[src/rtl/sfu_exp_pipe.sv]
// Multi-lane pipelined exponential unit: per lane e^(x - lnF) ~= 2^u * (1 + v + d),
// three register stages (align/subtract, log2e scale, split/normalise/clamp) with back-pressure.
module sfu_exp_pipe #(
    parameter int unsigned LANES  = 4,
    parameter int unsigned IN_W   = 16,
    parameter int unsigned LNF_W  = 16,
    parameter int unsigned TMP_W  = 32,
    parameter int unsigned D_W    = 16,
    parameter int unsigned FRAC_W = 12,
    parameter int unsigned OUT_W  = 16,
    parameter int unsigned EXP_W  = 6,
    parameter int unsigned TAG_W  = 4
) (
    input  logic                   clk,
    input  logic                   rst_n,
    input  logic                   flush,
    input  logic                   in_valid,
    output logic                   in_ready,
    input  logic [LANES*IN_W-1:0]  data_in,
    input  logic [4:0]             data_in_Q,
    input  logic                   lnF_en,
    input  logic [LNF_W-1:0]       lnF_in,
    input  logic [4:0]             lnF_in_Q,
    input  logic [D_W-1:0]         d_in,
    input  logic [TAG_W-1:0]       tag_in,
    output logic                   out_valid,
    input  logic                   out_ready,
    output logic [LANES*OUT_W-1:0] mant_out,
    output logic [LANES*EXP_W-1:0] exp_out,
    output logic [LANES-1:0]       sat_out,
    output logic [TAG_W-1:0]       tag_out
);
    localparam int unsigned Q_W  = 5;
    localparam int unsigned SH_W = Q_W + 1;
    localparam logic [SH_W-1:0] FRAC_SH = SH_W'(FRAC_W);

    localparam logic signed [TMP_W-1:0] ONE_M    = TMP_W'(1) << FRAC_W;
    localparam logic signed [TMP_W-1:0] MANT_MAX = TMP_W'((64'd1 << OUT_W) - 64'd1);
    localparam logic signed [TMP_W-1:0] EXP_MAX  = TMP_W'((64'd1 << (EXP_W - 1)) - 64'd1);
    localparam logic signed [TMP_W-1:0] EXP_MIN  = -EXP_MAX - TMP_W'(1);

    logic                   en;
    logic                   s1_vld_q, s2_vld_q, s3_vld_q;
    logic [LANES*TMP_W-1:0] s1_t_d, s1_t_q, s2_s_d, s2_s_q;
    logic [Q_W-1:0]         s1_q_d, s1_q_q, s2_q_q;
    logic [D_W-1:0]         s1_dd_q, s2_dd_q;
    logic [TAG_W-1:0]       s1_tag_q, s2_tag_q, s3_tag_q;
    logic [LANES*OUT_W-1:0] s3_mant_d, s3_mant_q;
    logic [LANES*EXP_W-1:0] s3_exp_d, s3_exp_q;
    logic [LANES-1:0]       s3_sat_d, s3_sat_q;

    // Single global enable: the whole pipe advances only when the output slot can move.
    assign en       = ~s3_vld_q | out_ready;
    assign in_ready = en;

    // S1: bring x and lnF to a common binary point, then subtract.
    always_comb begin
        logic [Q_W-1:0]          sh_x, sh_l;
        logic signed [TMP_W-1:0] lnf_ext, x_ext;
        s1_t_d  = '0;
        s1_q_d  = data_in_Q;
        sh_x    = '0;
        sh_l    = '0;
        x_ext   = '0;
        if (lnF_en) begin
            s1_q_d = (lnF_in_Q > data_in_Q) ? lnF_in_Q : data_in_Q;
            sh_x   = s1_q_d - data_in_Q;
            sh_l   = s1_q_d - lnF_in_Q;
        end
        lnf_ext = TMP_W'($signed(lnF_in)) <<< sh_l;
        for (int l = 0; l < LANES; l++) begin
            x_ext = TMP_W'($signed(data_in[l*IN_W +: IN_W])) <<< sh_x;
            s1_t_d[l*TMP_W +: TMP_W] = lnF_en ? (x_ext - lnf_ext) : x_ext;
        end
    end

    // S2: multiply by log2e ~= 1 + 1/2 - 1/16.
    always_comb begin
        logic signed [TMP_W-1:0] t;
        s2_s_d = '0;
        t      = '0;
        for (int l = 0; l < LANES; l++) begin
            t = $signed(s1_t_q[l*TMP_W +: TMP_W]);
            s2_s_d[l*TMP_W +: TMP_W] = t + (t >>> 1) - (t >>> 4);
        end
    end

    // S3: split into integer exponent and fraction, rebase fraction to FRAC_W, clamp.
    always_comb begin
        logic signed [TMP_W-1:0] s, u, v, vf, m, d_ext, u_c, m_c;
        logic                    sat_e, sat_m;
        s3_mant_d = '0;
        s3_exp_d  = '0;
        s3_sat_d  = '0;
        s = '0; u = '0; v = '0; vf = '0; m = '0; u_c = '0; m_c = '0;
        sat_e = 1'b0;
        sat_m = 1'b0;
        d_ext = TMP_W'($signed(s2_dd_q));
        for (int l = 0; l < LANES; l++) begin
            s = $signed(s2_s_q[l*TMP_W +: TMP_W]);
            u = s >>> s2_q_q;
            v = s - (u <<< s2_q_q);
            if ({1'b0, s2_q_q} >= FRAC_SH) begin
                vf = v >> ({1'b0, s2_q_q} - FRAC_SH);
            end else begin
                vf = v << (FRAC_SH - {1'b0, s2_q_q});
            end
            m = ONE_M + vf + d_ext;

            sat_e = 1'b1;
            if (u > EXP_MAX) begin
                u_c = EXP_MAX;
            end else if (u < EXP_MIN) begin
                u_c = EXP_MIN;
            end else begin
                u_c   = u;
                sat_e = 1'b0;
            end

            sat_m = 1'b1;
            if (m[TMP_W-1]) begin
                m_c = '0;
            end else if (m > MANT_MAX) begin
                m_c = MANT_MAX;
            end else begin
                m_c   = m;
                sat_m = 1'b0;
            end

            s3_exp_d[l*EXP_W +: EXP_W]  = EXP_W'(u_c);
            s3_mant_d[l*OUT_W +: OUT_W] = OUT_W'(m_c);
            s3_sat_d[l]                 = sat_e | sat_m;
        end
    end

    // Valids honour flush unconditionally; data and control move with the global enable.
    always_ff @(posedge clk or negedge rst_n) begin
        if (!rst_n) begin
            s1_vld_q  <= 1'b0;
            s2_vld_q  <= 1'b0;
            s3_vld_q  <= 1'b0;
            s1_t_q    <= '0;
            s1_q_q    <= '0;
            s1_dd_q   <= '0;
            s1_tag_q  <= '0;
            s2_s_q    <= '0;
            s2_q_q    <= '0;
            s2_dd_q   <= '0;
            s2_tag_q  <= '0;
            s3_mant_q <= '0;
            s3_exp_q  <= '0;
            s3_sat_q  <= '0;
            s3_tag_q  <= '0;
        end else begin
            if (flush) begin
                s1_vld_q <= 1'b0;
                s2_vld_q <= 1'b0;
                s3_vld_q <= 1'b0;
            end else if (en) begin
                s1_vld_q <= in_valid;
                s2_vld_q <= s1_vld_q;
                s3_vld_q <= s2_vld_q;
            end
            if (en) begin
                s1_t_q    <= s1_t_d;
                s1_q_q    <= s1_q_d;
                s1_dd_q   <= d_in;
                s1_tag_q  <= tag_in;
                s2_s_q    <= s2_s_d;
                s2_q_q    <= s1_q_q;
                s2_dd_q   <= s1_dd_q;
                s2_tag_q  <= s1_tag_q;
                s3_mant_q <= s3_mant_d;
                s3_exp_q  <= s3_exp_d;
                s3_sat_q  <= s3_sat_d;
                s3_tag_q  <= s2_tag_q;
            end
        end
    end

    assign out_valid = s3_vld_q;
    assign mant_out  = s3_mant_q;
    assign exp_out   = s3_exp_q;
    assign sat_out   = s3_sat_q;
    assign tag_out   = s3_tag_q;

endmodule

[config.mk]
export PLATFORM = sky130hd
export DESIGN_NAME = sfu_exp_pipe
export DESIGN_NICKNAME = d
export VERILOG_FILES = /design/src/rtl/sfu_exp_pipe.sv
export SDC_FILE = /design/constraint.sdc
export NUM_CORES = 2
export LEC_CHECK = 0
export ABC_CLOCK_PERIOD_IN_PS = 13400
export CAP_MARGIN = 20
export CORE_UTILIZATION = 60
export DETAILED_ROUTE_END_ITERATION = 6
export PLACE_DENSITY = 0.74
export RECOVER_POWER = 100
export REMOVE_ABC_BUFFERS = 1
export SYNTH_ARGS = -nofsm -noshare
export SYNTH_HDL_FRONTEND = slang
export SYNTH_SLANG_ARGS = --single-unit
[constraint.sdc]
create_clock -name clk -period 13.4 [get_ports clk]
set_input_delay 4.02 -clock clk [delete_from_list [all_inputs] [get_ports clk]]
set_output_delay 4.02 -clock clk [all_outputs]
set_load 0.005 [all_outputs]
## Word-level counts from Yosys, hierarchy flattened

Cells that the tools add are included.

- Add/sub/neg operators: 28
- $lt $le $gt $ge: 14
- Shifts and indexed selects: 21
- Multiplexer cells: 50
- Bitwise logic cells: 6
- Reductions and logical operators: 1

Operators by type and width:

| cell | count |
|---|---|
| $mux W32 | 8 |
| $sub A32 B32 Y32 | 8 |
| $sshl A16 B5 Y32 | 5 |
| $add A14 B32 Y32 const A | 4 |
| $add A32 B16 Y32 | 4 |
| $add A32 B31 Y32 | 4 |
| $gt A32 B17 Y1 const B | 4 |
| $gt A32 B6 Y1 const B | 4 |
| $lt A32 B6 Y1 const B | 4 |
| $mux W16 | 8 |
| $shl A32 B6 Y32 | 4 |
| $shr A32 B6 Y32 | 4 |
| $sshl A32 B5 Y32 | 4 |
| $sshr A32 B5 Y32 | 4 |
| $sub A32 B28 Y32 | 4 |
| $mux W6 | 8 |
| $mux W1 | 22 |
| $mux W5 | 4 |
| $sub A5 B5 Y5 | 2 |
| $sub A4 B5 Y6 const A | 1 |
| $sub A5 B4 Y6 const B | 1 |
| $ge A5 B4 Y1 const B | 1 |
| $gt A5 B5 Y1 | 1 |
| $or A1 B1 Y1 | 5 |
| other kinds (2) | 2 |

- Bits in registers: 405
- Input port bits: 116
- Output and inout port bits: 98
- Logic and storage cells: 135

## Longest topological paths before layout

- Depth in word-level cells: 11
- Gate-level depth with buffers: 51
- Depth with buffers taken out: 44

## Worst setup path after synthesis

No wires, ideal clock.

- Path kind: input -> register
- Start point: in data_in_Q[1]
- End point: reg s1_t_q[63]
- Library setup time: 146 ps
- Arrival: 11,100 ps
- Path slack: 2,154 ps
- Stages on the path: 31
- Buffers on the path: 3
- Cells stage by stage: inv_1 ha_1 nor2b_1 o21a_1 o21ai_0 nand2b_1 a21oi_1 a31oi_1 o21ai_0 fa_1 nand2_1 clkbuf_1 clkbuf_1 clkbuf_1 mux2i_1 a21oi_1 nor2_1 nor2_1 nor2_1 ha_1 o21a_1 o21a_1 o21ai_0 a21oi_1 a31oi_1 o21ai_0 a2111oi_0 o31ai_1 or4_1 o211ai_1 a311oi_1

- Cells in the longest elaborated chain, start to end: 7
- Elaborated cells between the ends (all ways): 10
- Classes of those cells: 3 x add/sub; 1 x order compare; 2 x shift; 4 x mux

RTL lines:

| element | line | source |
|---|---|---|
| start, declared | 20 | `input logic [4:0] data_in_Q,` |
| $gt A5 B5 Y1 | 66 | `s1_q_d = (lnF_in_Q > data_in_Q) ? lnF_in_Q : data_in_Q;` |
| $mux W5 | 66 |  |
| $sub A5 B5 Y5, on equally long branches | 67, 68 |  |
| $mux W5 | 65 | `if (lnF_en) begin` |
| $sshl A16 B5 Y32, on equally long branches | 72, 70 |  |
| $sub A32 B32 Y32 | 73 | `s1_t_d[l*TMP_W +: TMP_W] = lnF_en ? (x_ext - lnf_ext) : x_ext;` |
| $mux W32 * | 73 |  |
| end signal, assigned | 165 | `s1_t_q <= s1_t_d;` |
| end, declared | 44 | `logic [LANES*TMP_W-1:0] s1_t_d, s1_t_q, s2_s_d, s2_s_q;` |

Every way passes the cells marked *; elsewhere a longest branch is shown, timed or not.
A chain may end at the register's enable or synchronous reset.

## Worst setup path in the final report

- Start point: reg s2_q_q[1]
- End point: reg s3_sat_q[0] (netlist: sat_out[0])

- Cells in the longest elaborated chain, start to end: 11
- Elaborated cells between the ends (all ways): 19
- Classes of those cells: 5 x add/sub; 4 x order compare; 4 x shift; 5 x mux; 1 x bitwise

RTL lines:

| element | line | source |
|---|---|---|
| start, declared | 45 | `logic [Q_W-1:0] s1_q_d, s1_q_q, s2_q_q;` |
| start signal, assigned | 170 | `s2_q_q <= s1_q_q;` |
| $sshr A32 B5 Y32 | 101 | `u = s >>> s2_q_q;` |
| $sshl A32 B5 Y32 | 102 | `v = s - (u <<< s2_q_q);` |
| $sub A32 B32 Y32 | 102 |  |
| $shl A32 B6 Y32 or $shr A32 B6 Y32 (tied branches) | 106, 104 |  |
| $mux W32 | 103 | `if ({1'b0, s2_q_q} >= FRAC_SH) begin` |
| $add A14 B32 Y32 | 108 | `m = ONE_M + vf + d_ext;` |
| $add A32 B16 Y32 | 108 |  |
| $gt A32 B17 Y1 | 123 | `end else if (m > MANT_MAX) begin` |
| $mux W1 | 123 |  |
| $mux W1 | 121 | `if (m[TMP_W-1]) begin` |
| $or A1 B1 Y1 * | 132 | `s3_sat_d[l] = sat_e \| sat_m;` |
| end signal, assigned | 175 | `s3_sat_q <= s3_sat_d;` |
| end, declared | 50 | `logic [LANES-1:0] s3_sat_d, s3_sat_q;` |

Marked as above.

==> reports/metrics.cfg <==
[status]
outcome=finished with violations
failed_checks=DRC, capacitance limit, slew limit

[placement]
pre_cts_slack_ns=0.9873
port_buffers=213
place_inst=11920
gp_congestion=1.049
dp_hpwl_mm=225.6

[clock_network]
clock_path_buffers=3
cts_tree=built
post_cts_buffers=0
cts-resized-gates=0
h-tree-depth=2
clk_latency_ns=0.71
postCtsHoldBufs=0
clock-sinks=405
clkSlewWorstSetupHoldPaths_ns=0.06
cts_buffers=50
cts_root_buffer=clkbuf_16

[route]
first_iter_violations=10260
routed_wl_mm=291.7
wl_per_cell_um=24.28
drc=1
ant_nets=0
num_vias=82090
vias_per_cell=6.834
dr.pass1.iters=7

[timing]
fin_crit_sh_pct=95.43
setup_ws_ns=0.6127
rsz0062_at_grt=false
min_period_ns=12.79
setup_violations=0
tightest_slew_ns=6.579
slew_viol_final=1094
max_freq_mhz=78.20
hold_viol=0
hold_ws_ns=0.4640
max-slew-margin-rel_pct=-338.6
fin_skew_ns=0.03558

[die]
dieArea_um2=130500
initial_utilization_pct=60.57
die_x_um=361.3
fp.dieH_um=361.3
boundaryPins=214
rows=131
core_area_um2=127800

[logic_synthesis]
synth-edff-count=0
synth_top_cell_by_area=dfrtp_1
synth_area_leaders=dfrtp_1, ha_1, mux2i_1
synth_ff_type=dfrtp_1
syn_avg_cell_area_um2=7.350
yosysWarnings=0
syn_inst=10540
syn-cell-area_um2=77440
ys_async_sr_fraction_pct=100.0
netlist.area_leader.share_pct=13.09
yosysUniqueCellTypes=101
ys_seq_elements=405
yosysMostFrequentCell=nand2_1
ys_seq_area_share_pct=13.09
synth_common_cells=nand2_1, nor2_1, a21oi_1

[worst_setup_path]
r2r_setup_slack_ns=0.61
slowest_delay_ns=0.83
critPathLaunchType=register
crit_top_cell=a21oi_1
critPathMaxFanout=87
required_ns=13.97
cp.arrival_ns=13.36
reg2regPathDepth=43
cp-end-kind=register
worst-setup-path-type=register to register
cp_slowest_cell=dfrtp_4

[grt]
grt_pass1_vias=77240
grt_max_degree=182
grt_pass1_wl_mm=447.2
antenna_found_initial=3
grt.total_usage_pct=42.98
gr-total-overflow=0

[worst_hold_path]
whs_path_depth=2
hp-class=register to register

[final_layout]
nets=11210
final_cells=12010
final_layout_size_suffix_gt1_share_pct=6.765
area_delta_synth_final_pct=6.310
fillerInstances=11040
ff_latch_area_um2=10150
multi_input_area_um2=62580

[job]
max_cap_viol_count=15

area by class of cell:
class | instances | area share [%]
multi-input combinational | 8867 | 76.02
timing repair buffer | 389 | 4.233
sequential | 405 | 12.33
tap | 1662 | 2.526
clock inverter | 28 | 0.4909
antenna | 2 | 0.006080
inverter | 594 | 2.743
clock buffer | 65 | 1.649
through the flow:
| step | TNS (ns) | util, % | instance area (um^2) |
|---|---|---|---|
| floorplan | -7097.91 | - | 74790 |
| global placement | 0 | 63.08 | 80650 |
| detailed placement | 0 | 63.09 | 80660 |
| CTS | 0 | 64.47 | 82420 |
| global route | 0 | 64.39 | 82320 |
| finish | 0 | 64.39 | 82320 |
metal layers:
metal | global-route usage, % | up-vias | part of all wire [%]
met2 | 68.52 | 4422 | 44
met5 | 0 | - | 0.0027
met4 | 27.26 | 2 | 7.4
li1 | - | 37800 | -
met1 | 54.69 | 38900 | 40
met3 | 6.106 | 964 | 8.5
final timing paths:
check | startpoint | end
worst max-delay path | s2_q_q[1] | sat_out[0]
worst min-delay path | tag_out[0] | tag_out[0]
worst max register to register | s2_q_q[1] | sat_out[0]
worst min register to register | tag_out[0] | tag_out[0]
max in group asynchronous | rst_n | s2_q_q[4]
min in group asynchronous | rst_n | exp_out[20]
logic make-up (layout without fill, tap and decap cells):
family,count (synthesis),after routing,synth area share (%)
simple gates,3398,3398,19.40
fa+ha+maj,791,791,14.08
mux,975,975,15.67
other cells,0,2,0
compound gates,3333,3333,27.26
xor+xnor,370,370,4.203
flops,405,405,13.09
buf+inv,1264,1076,6.298
registers in the layout, summed over array words and instances (netlist names):
| name | cells |
|---|---|
| s1_t_q | 128 |
| s2_s_q | 128 |
| mant_out | 64 |
| exp_out | 24 |
| s1_dd_q | 16 |
| s2_dd_q | 16 |
| s1_q_q | 5 |
| s2_q_q | 5 |
| s1_tag_q | 4 |
| s2_tag_q | 4 |
| sat_out | 4 |
| tag_out | 4 |
| out_valid | 1 |
| s1_vld_q | 1 |
| s2_vld_q | 1 |
worst max-delay path: cells and delay by family (launching register included):
kind / cells / cell delay [ns]
simple gates: 10 / 2.62
fa+ha+maj: 4 / 1.27
flops: 1 / 0.83
compound gates: 18 / 5.02
buf+inv: 4 / 0.85
mux: 6 / 1.80
xor+xnor: 1 / 0.14
cell usage in the layout, fill, tap and decap left out, drive strengths merged, types with 175 or more instances in the layout:
master,count
a211oi,196
mux2i,682
nand2,1387
nor2,1004
mux4,177
xnor2,215
o21ai,839
inv,599
ha,657
a21o,199
a21oi,983
nor3,175
dfrtp,405
Power is left out: the tool's default activity adds up to more than one toggle a clock period on the data nets, which glitch-free logic cannot reach.
